### src/rtl/bcd_scan_driver.sv
// Binary-to-BCD converter (sequential double dabble) feeding a five-digit
// multiplexed scanner with double-buffered display registers.
module bcd_scan_driver #(
  parameter int unsigned scanDivisor = 50000
) (
  input  logic        iClk,
  input  logic        nRst,
  input  logic [15:0] iValue,
  input  logic        iValid,
  output logic        oReady,
  input  logic        iBlink,
  input  logic        iBlankLz,
  output logic [3:0]  oNum,
  output logic [4:0]  oDigitSel,
  output logic        oBlink
);

  typedef enum logic [1:0] {
    IDLE    = 2'd0,
    CONVERT = 2'd1,
    COMMIT  = 2'd2
  } state_t;

  localparam logic [31:0] DIV_LAST = 32'(scanDivisor - 1);

  // Conversion engine state
  state_t          state_q, state_d;
  logic [15:0]     bin_q, bin_d;
  logic [19:0]     bcd_q, bcd_d;
  logic [3:0]      iter_q, iter_d;
  logic            blink_lat_q, blink_lat_d;
  logic            blank_lz_q, blank_lz_d;
  logic            ready_q, ready_d;

  // Display buffer
  logic [4:0][3:0] dig_q, dig_d;
  logic [4:0]      blank_q, blank_d;
  logic            oblink_q, oblink_d;

  // Scanner
  logic [31:0]     div_q, div_d;
  logic [2:0]      idx_q, idx_d;
  logic [3:0]      num_q, num_d;
  logic [4:0]      sel_q, sel_d;

  logic [19:0]     bcd_adj;
  logic [4:0]      nib_zero;
  logic [4:0]      blank_calc;

  // Per-nibble add-3 correction applied before each shift.
  for (genvar gi = 0; gi < 5; gi++) begin : g_adj
    assign bcd_adj[gi*4 +: 4] = (bcd_q[gi*4 +: 4] >= 4'd5) ?
                                (bcd_q[gi*4 +: 4] + 4'd3) : bcd_q[gi*4 +: 4];
    assign nib_zero[gi] = (bcd_q[gi*4 +: 4] == 4'd0);
  end

  // A position is blank when it and every more significant digit are zero;
  // the units digit always shows.
  assign blank_calc[0] = 1'b0;
  for (genvar gi = 1; gi < 5; gi++) begin : g_blank
    assign blank_calc[gi] = blank_lz_q & (&nib_zero[4:gi]);
  end

  always_comb begin
    state_d     = state_q;
    bin_d       = bin_q;
    bcd_d       = bcd_q;
    iter_d      = iter_q;
    blink_lat_d = blink_lat_q;
    blank_lz_d  = blank_lz_q;
    dig_d       = dig_q;
    blank_d     = blank_q;
    oblink_d    = oblink_q;

    case (state_q)
      IDLE: begin
        if (iValid) begin
          bin_d       = iValue;
          bcd_d       = 20'd0;
          iter_d      = 4'd0;
          blink_lat_d = iBlink;
          blank_lz_d  = iBlankLz;
          state_d     = CONVERT;
        end
      end
      CONVERT: begin
        {bcd_d, bin_d} = {bcd_adj, bin_q} << 1;
        iter_d         = iter_q + 4'd1;
        if (iter_q == 4'd15) begin
          state_d = COMMIT;
        end
      end
      COMMIT: begin
        dig_d    = bcd_q;
        blank_d  = blank_calc;
        oblink_d = blink_lat_q;
        state_d  = IDLE;
      end
      default: begin
        state_d = IDLE;
      end
    endcase

    ready_d = (state_d == IDLE);
  end

  always_comb begin
    div_d = div_q + 32'd1;
    idx_d = idx_q;
    if (div_q == DIV_LAST) begin
      div_d = 32'd0;
      idx_d = (idx_q == 3'd4) ? 3'd0 : (idx_q + 3'd1);
    end

    num_d = 4'd0;
    sel_d = 5'b11111;
    if (idx_q <= 3'd4) begin
      num_d = dig_q[idx_q];
      if (!blank_q[idx_q]) begin
        sel_d = ~(5'b00001 << idx_q);
      end
    end
  end

  always_ff @(posedge iClk or negedge nRst) begin
    if (!nRst) begin
      state_q     <= IDLE;
      bin_q       <= '0;
      bcd_q       <= '0;
      iter_q      <= '0;
      blink_lat_q <= 1'b0;
      blank_lz_q  <= 1'b0;
      ready_q     <= 1'b1;
      dig_q       <= '0;
      blank_q     <= '0;
      oblink_q    <= 1'b0;
      div_q       <= '0;
      idx_q       <= '0;
      num_q       <= '0;
      sel_q       <= 5'b11111;
    end else begin
      state_q     <= state_d;
      bin_q       <= bin_d;
      bcd_q       <= bcd_d;
      iter_q      <= iter_d;
      blink_lat_q <= blink_lat_d;
      blank_lz_q  <= blank_lz_d;
      ready_q     <= ready_d;
      dig_q       <= dig_d;
      blank_q     <= blank_d;
      oblink_q    <= oblink_d;
      div_q       <= div_d;
      idx_q       <= idx_d;
      num_q       <= num_d;
      sel_q       <= sel_d;
    end
  end

  assign oReady    = ready_q;
  assign oNum      = num_q;
  assign oDigitSel = sel_q;
  assign oBlink    = oblink_q;

endmodule

### config.mk
export PLATFORM = sky130hd
export DESIGN_NAME = bcd_scan_driver
export DESIGN_NICKNAME = d
export VERILOG_FILES = /design/src/rtl/bcd_scan_driver.sv
export SDC_FILE = /design/constraint.sdc
export NUM_CORES = 1
export LEC_CHECK = 0
export CORE_MARGIN = 5
export CORE_UTILIZATION = 63
export DETAILED_ROUTE_END_ITERATION = 7
export DONT_BUFFER_PORTS = 1
export HOLD_SLACK_MARGIN = 0.08
export PLACE_DENSITY_LB_ADDON = 0.05
export SLEW_MARGIN = 20
export SYNTH_ARGS = -nofsm -noshare
export SYNTH_HDL_FRONTEND = slang
export SYNTH_SLANG_ARGS = --single-unit
### constraint.sdc
create_clock -name iClk -period 2.4 [get_ports iClk]
set_clock_uncertainty 0.2 [all_clocks]
set_input_delay 0.48 -clock iClk [delete_from_list [all_inputs] [get_ports iClk]]
set_output_delay 0.48 -clock iClk [all_outputs]
set_load 0.03 [all_outputs]
==> summary.md <==
| Metric | Value |
|---|---|
| Top FF cell, synth | dfrtp_1 |
| RR Startpoint | bcd_q[17] |
| Slew at the pin closest to its max-slew limit | 0.560 ns |
| Setup TNS | 0 ns |
| Die W | 104 µm |
| Leak | 2.83 nW |
| P&R area growth vs syn | 18.8% |
| Failing checks | negative hold slack |
| Num CTS Buffers | 17 |
| Synth Instances | 520 |
| CTS sink cnt | 114 |
| Final hold violations | 114 |
| # resized after CTS | 0 |
| Tot Pwr | 7.25 mW |
| P per Cell Area | 1110 mW/mm² |
| Syn nets | 562 |
| Fin nets | 603 |
| DIE HEIGHT | 104 µm |
| Via-to-Cell Ratio | 6.01 |
| CTS tree | done |
| Startpoint Class | register |
| CP peak stage delay | 0.54 ns |
| Post-synth EDFFs | 0 |
| Fmax achieved | 441 MHz |
| Avg WL per Cell | 17.4 µm |
| MaxCap Viol Count | 0 |
| Worst R2R Path Depth | 6 |
| Std-Cell Rows | 34 |
| Hold Buf Count CTS | 33 |
| DP HPWL | 7.33 mm |
| Max Slew Vio Count | 0 |
| GRT Residual Overflow | 0 |
| Htree depth | 4 |
| Vias in the first global route | 4271 |
| Slew margin rel. | 62.3% |
| Worst skew pair latency | 0.51 ns |
| CP Max Fanout | 6 |
| Gr usage total | 23.0% |
| Reg-to-reg slack, setup | 0.13 ns |
| Avg Synthesized Cell Area | 10.6 µm² |
| Initial DRC count | 169 |
| Setup bufs post-CTS | 0 |
| DRC | 0 |
| Worst setup EP type | register |
| Clk slew on worst S/H paths | 0.06 ns |
| Drt total wl | 11.8 mm |
| Post-synthesis async set-or-reset flop share | 100% |
| CP arrival | 2.47 ns |
| Worst vdd ir | 0.766 mV |
| Full die area | 0.0107 mm² |
| Seq/Total Area, Yosys | 51.9% |
| Root buffer cell | clkbuf_8 |
| Post-Syn Area | 0.00551 mm² |
| Seq cells post-synth | 114 |
| Post-route insts no fill | 681 |
| Buf/Inv on CP | 1 |
| Period minus WS final | 2.27 ns |
| Kind of critical path | register to register |
| Setup violators final | 0 |
| Worst Path Required | 2.60 ns |
| CP Cell Sequence | inv_1 > ha_1 > nand4bb_1 > or4b_1 > or3_4 > o41ai_2 |
| Max clock buf depth | 2 |
| Outcome | complete, but fails checks |
| RSZ-0062 raised after global routing | no |
| Worst hold slack | -0.535 ns |
| Proportion of layout cells with a drive suffix above 1 | 14.0% |
| Worst hold path type | primary input to async pin |
| Gpl congestion | 0.872 |
| Cell total after placement | 617 |
| Vias | 4093 |
| ANT nets after route | 0 |
| Slowest cell on crit path | or4b_1 |
| Ant. Diodes | 0 |
| Num ports | 32 |
| Drt first pass iters | 5 |
| Reg2reg end | blank_q[1] |
| Initial core utilization | 63.8% |
| YS warnings | 0 |
| Antenna violations before repair | 0 |
| IO buf count | 0 |
| Area of the core | 0.00864 mm² |
| Fill cells | 560 |
| Worst path top cell family by delay | simple AND/OR/NAND/NOR gates |
| Final period util | 94.4% |
| Count of different cell masters after synthesis | 48 |
| Wire length of the first global-routing pass | 20.3 mm |
| Largest net degree at the start of global routing | 115 |
[report_power, final]
group          leakage [nW]  internal (mW)  switching, mW
Clock                 0.272           1.54          0.854
Sequential             1.50           2.42          0.499
Combinational          1.05          0.939          0.995
Total                  2.83           4.91           2.35
[worst max path at each step]
stage                    from    endpoint  slack, ns  cells past startpoint
floorplan           bcd_q[16]  blank_q[1]       0.29                      6
global placement    bcd_q[17]  blank_q[1]       0.24                      6
detailed placement  bcd_q[17]  blank_q[1]       0.13                      6
CTS                 bcd_q[17]  blank_q[1]       0.12                      6
global route        bcd_q[17]  blank_q[1]       0.03                      6
finish              bcd_q[17]  blank_q[1]       0.13                      6
[stage by stage]
stage | worst slack [ns] | utilization, % | instance area (µm²)
2_1_floorplan | 0.290 | - | 5510
3_3_place_gp | 0.243 | 65.4 | 5650
3_5_place_dp | 0.130 | 65.4 | 5650
4_1_cts | 0.117 | 75.9 | 6550
5_1_grt | 0.0336 | 75.9 | 6550
6_report | 0.134 | 75.9 | 6550
[layer usage]
metal	share of wire, %	track usage (%)
met2	50	37.1
met4	1.6	8.06
met1	44	30.6
met5	0	0
met3	4.5	5.47
[sequential cells by signal, summed over array words and instances, names as in the netlist]
signal / cells
blank_lz_q: 1
blank_q: 4
bcd_q: 20
blink_lat_q: 1
state_q: 2
dig_q: 20
bin_q: 16
oBlink: 1
idx_q: 3
oDigitSel: 5
iter_q: 4
div_q: 32
oReady: 1
oNum: 4
[cell usage after synthesis, drive strengths merged, types with 2 or more instances]
cell    count  area, µm²
a21oi      25        125
a22o        3       27.5
a22oi      15        113
a32o        5       50.1
and4        3       26.3
buf         6       41.3
clkbuf     18       67.6
dfrtp     108       2700
dfstp       6        158
ha         21        263
inv        19       71.3
mux2       17        191
mux2i       3       30.0
mux4        4       90.1
nand2      54        203
nand2b     10       62.6
nand3      18       95.1
nand4      14       87.6
nor2       25       96.4
nor2b      19        119
nor3        4       20.0
nor4       12       87.6
o211ai      3       22.5
o21ai      40        200
o22ai       7       43.8
o311ai      2       17.5
o31ai       7       52.6
o32ai       2       17.5
or2         2       12.5
or3         3       23.8
or4         2       15.0
xnor2      22        193
xor2       13        114
[kinds of logic (layout without fill, tap and decap cells)]
logic type | after synthesis | count (layout) | synth area share, %
AND/OR/NAND/NOR | 171 | 171 | 16.2
flip-flops | 114 | 114 | 51.9
AO/OA/AOI/OAI | 111 | 111 | 12.6
buffers and inverters | 44 | 97 | 3.34
XOR/XNOR | 35 | 35 | 5.56
multiplexers | 24 | 24 | 5.65
adder cells (fa/ha/maj) | 21 | 21 | 4.77
[layout make-up]
class	instances	area, µm²	share of cell area, %
sequential	114	2860	43.7
multi-input combinational	362	2470	37.7
clock buffer	21	459	7.01
timing repair buffer	46	440	6.72
tap	108	135	2.06
clock inverter	10	110	1.68
inverter	20	75.1	1.15
[placed cells by master, fill, tap and decap left out, types with 13 or more instances in the layout]
master / count
dfrtp_1: 108
nand2_1: 54
o21ai_0: 40
dlygate4sd3_1: 33
a21oi_1: 25
nor2_1: 24
xnor2_1: 22
ha_1: 21
inv_1: 19
nor2b_1: 18
nand3_1: 17
mux2_2: 17
clkbuf_16: 16
a22oi_1: 15
nand4_1: 14
xor2_1: 13
[worst register-to-register path: cells and delay by family (launching register included)]
family / cells / cell delay (ns)
buffers and inverters: 1 / 0.15
flip-flops: 1 / 0.36
AO/OA/AOI/OAI: 1 / 0.21
AND/OR/NAND/NOR: 3 / 1.06
adder cells (fa/ha/maj): 1 / 0.18
No activity file was read; power rests on OpenSTA's default activity.
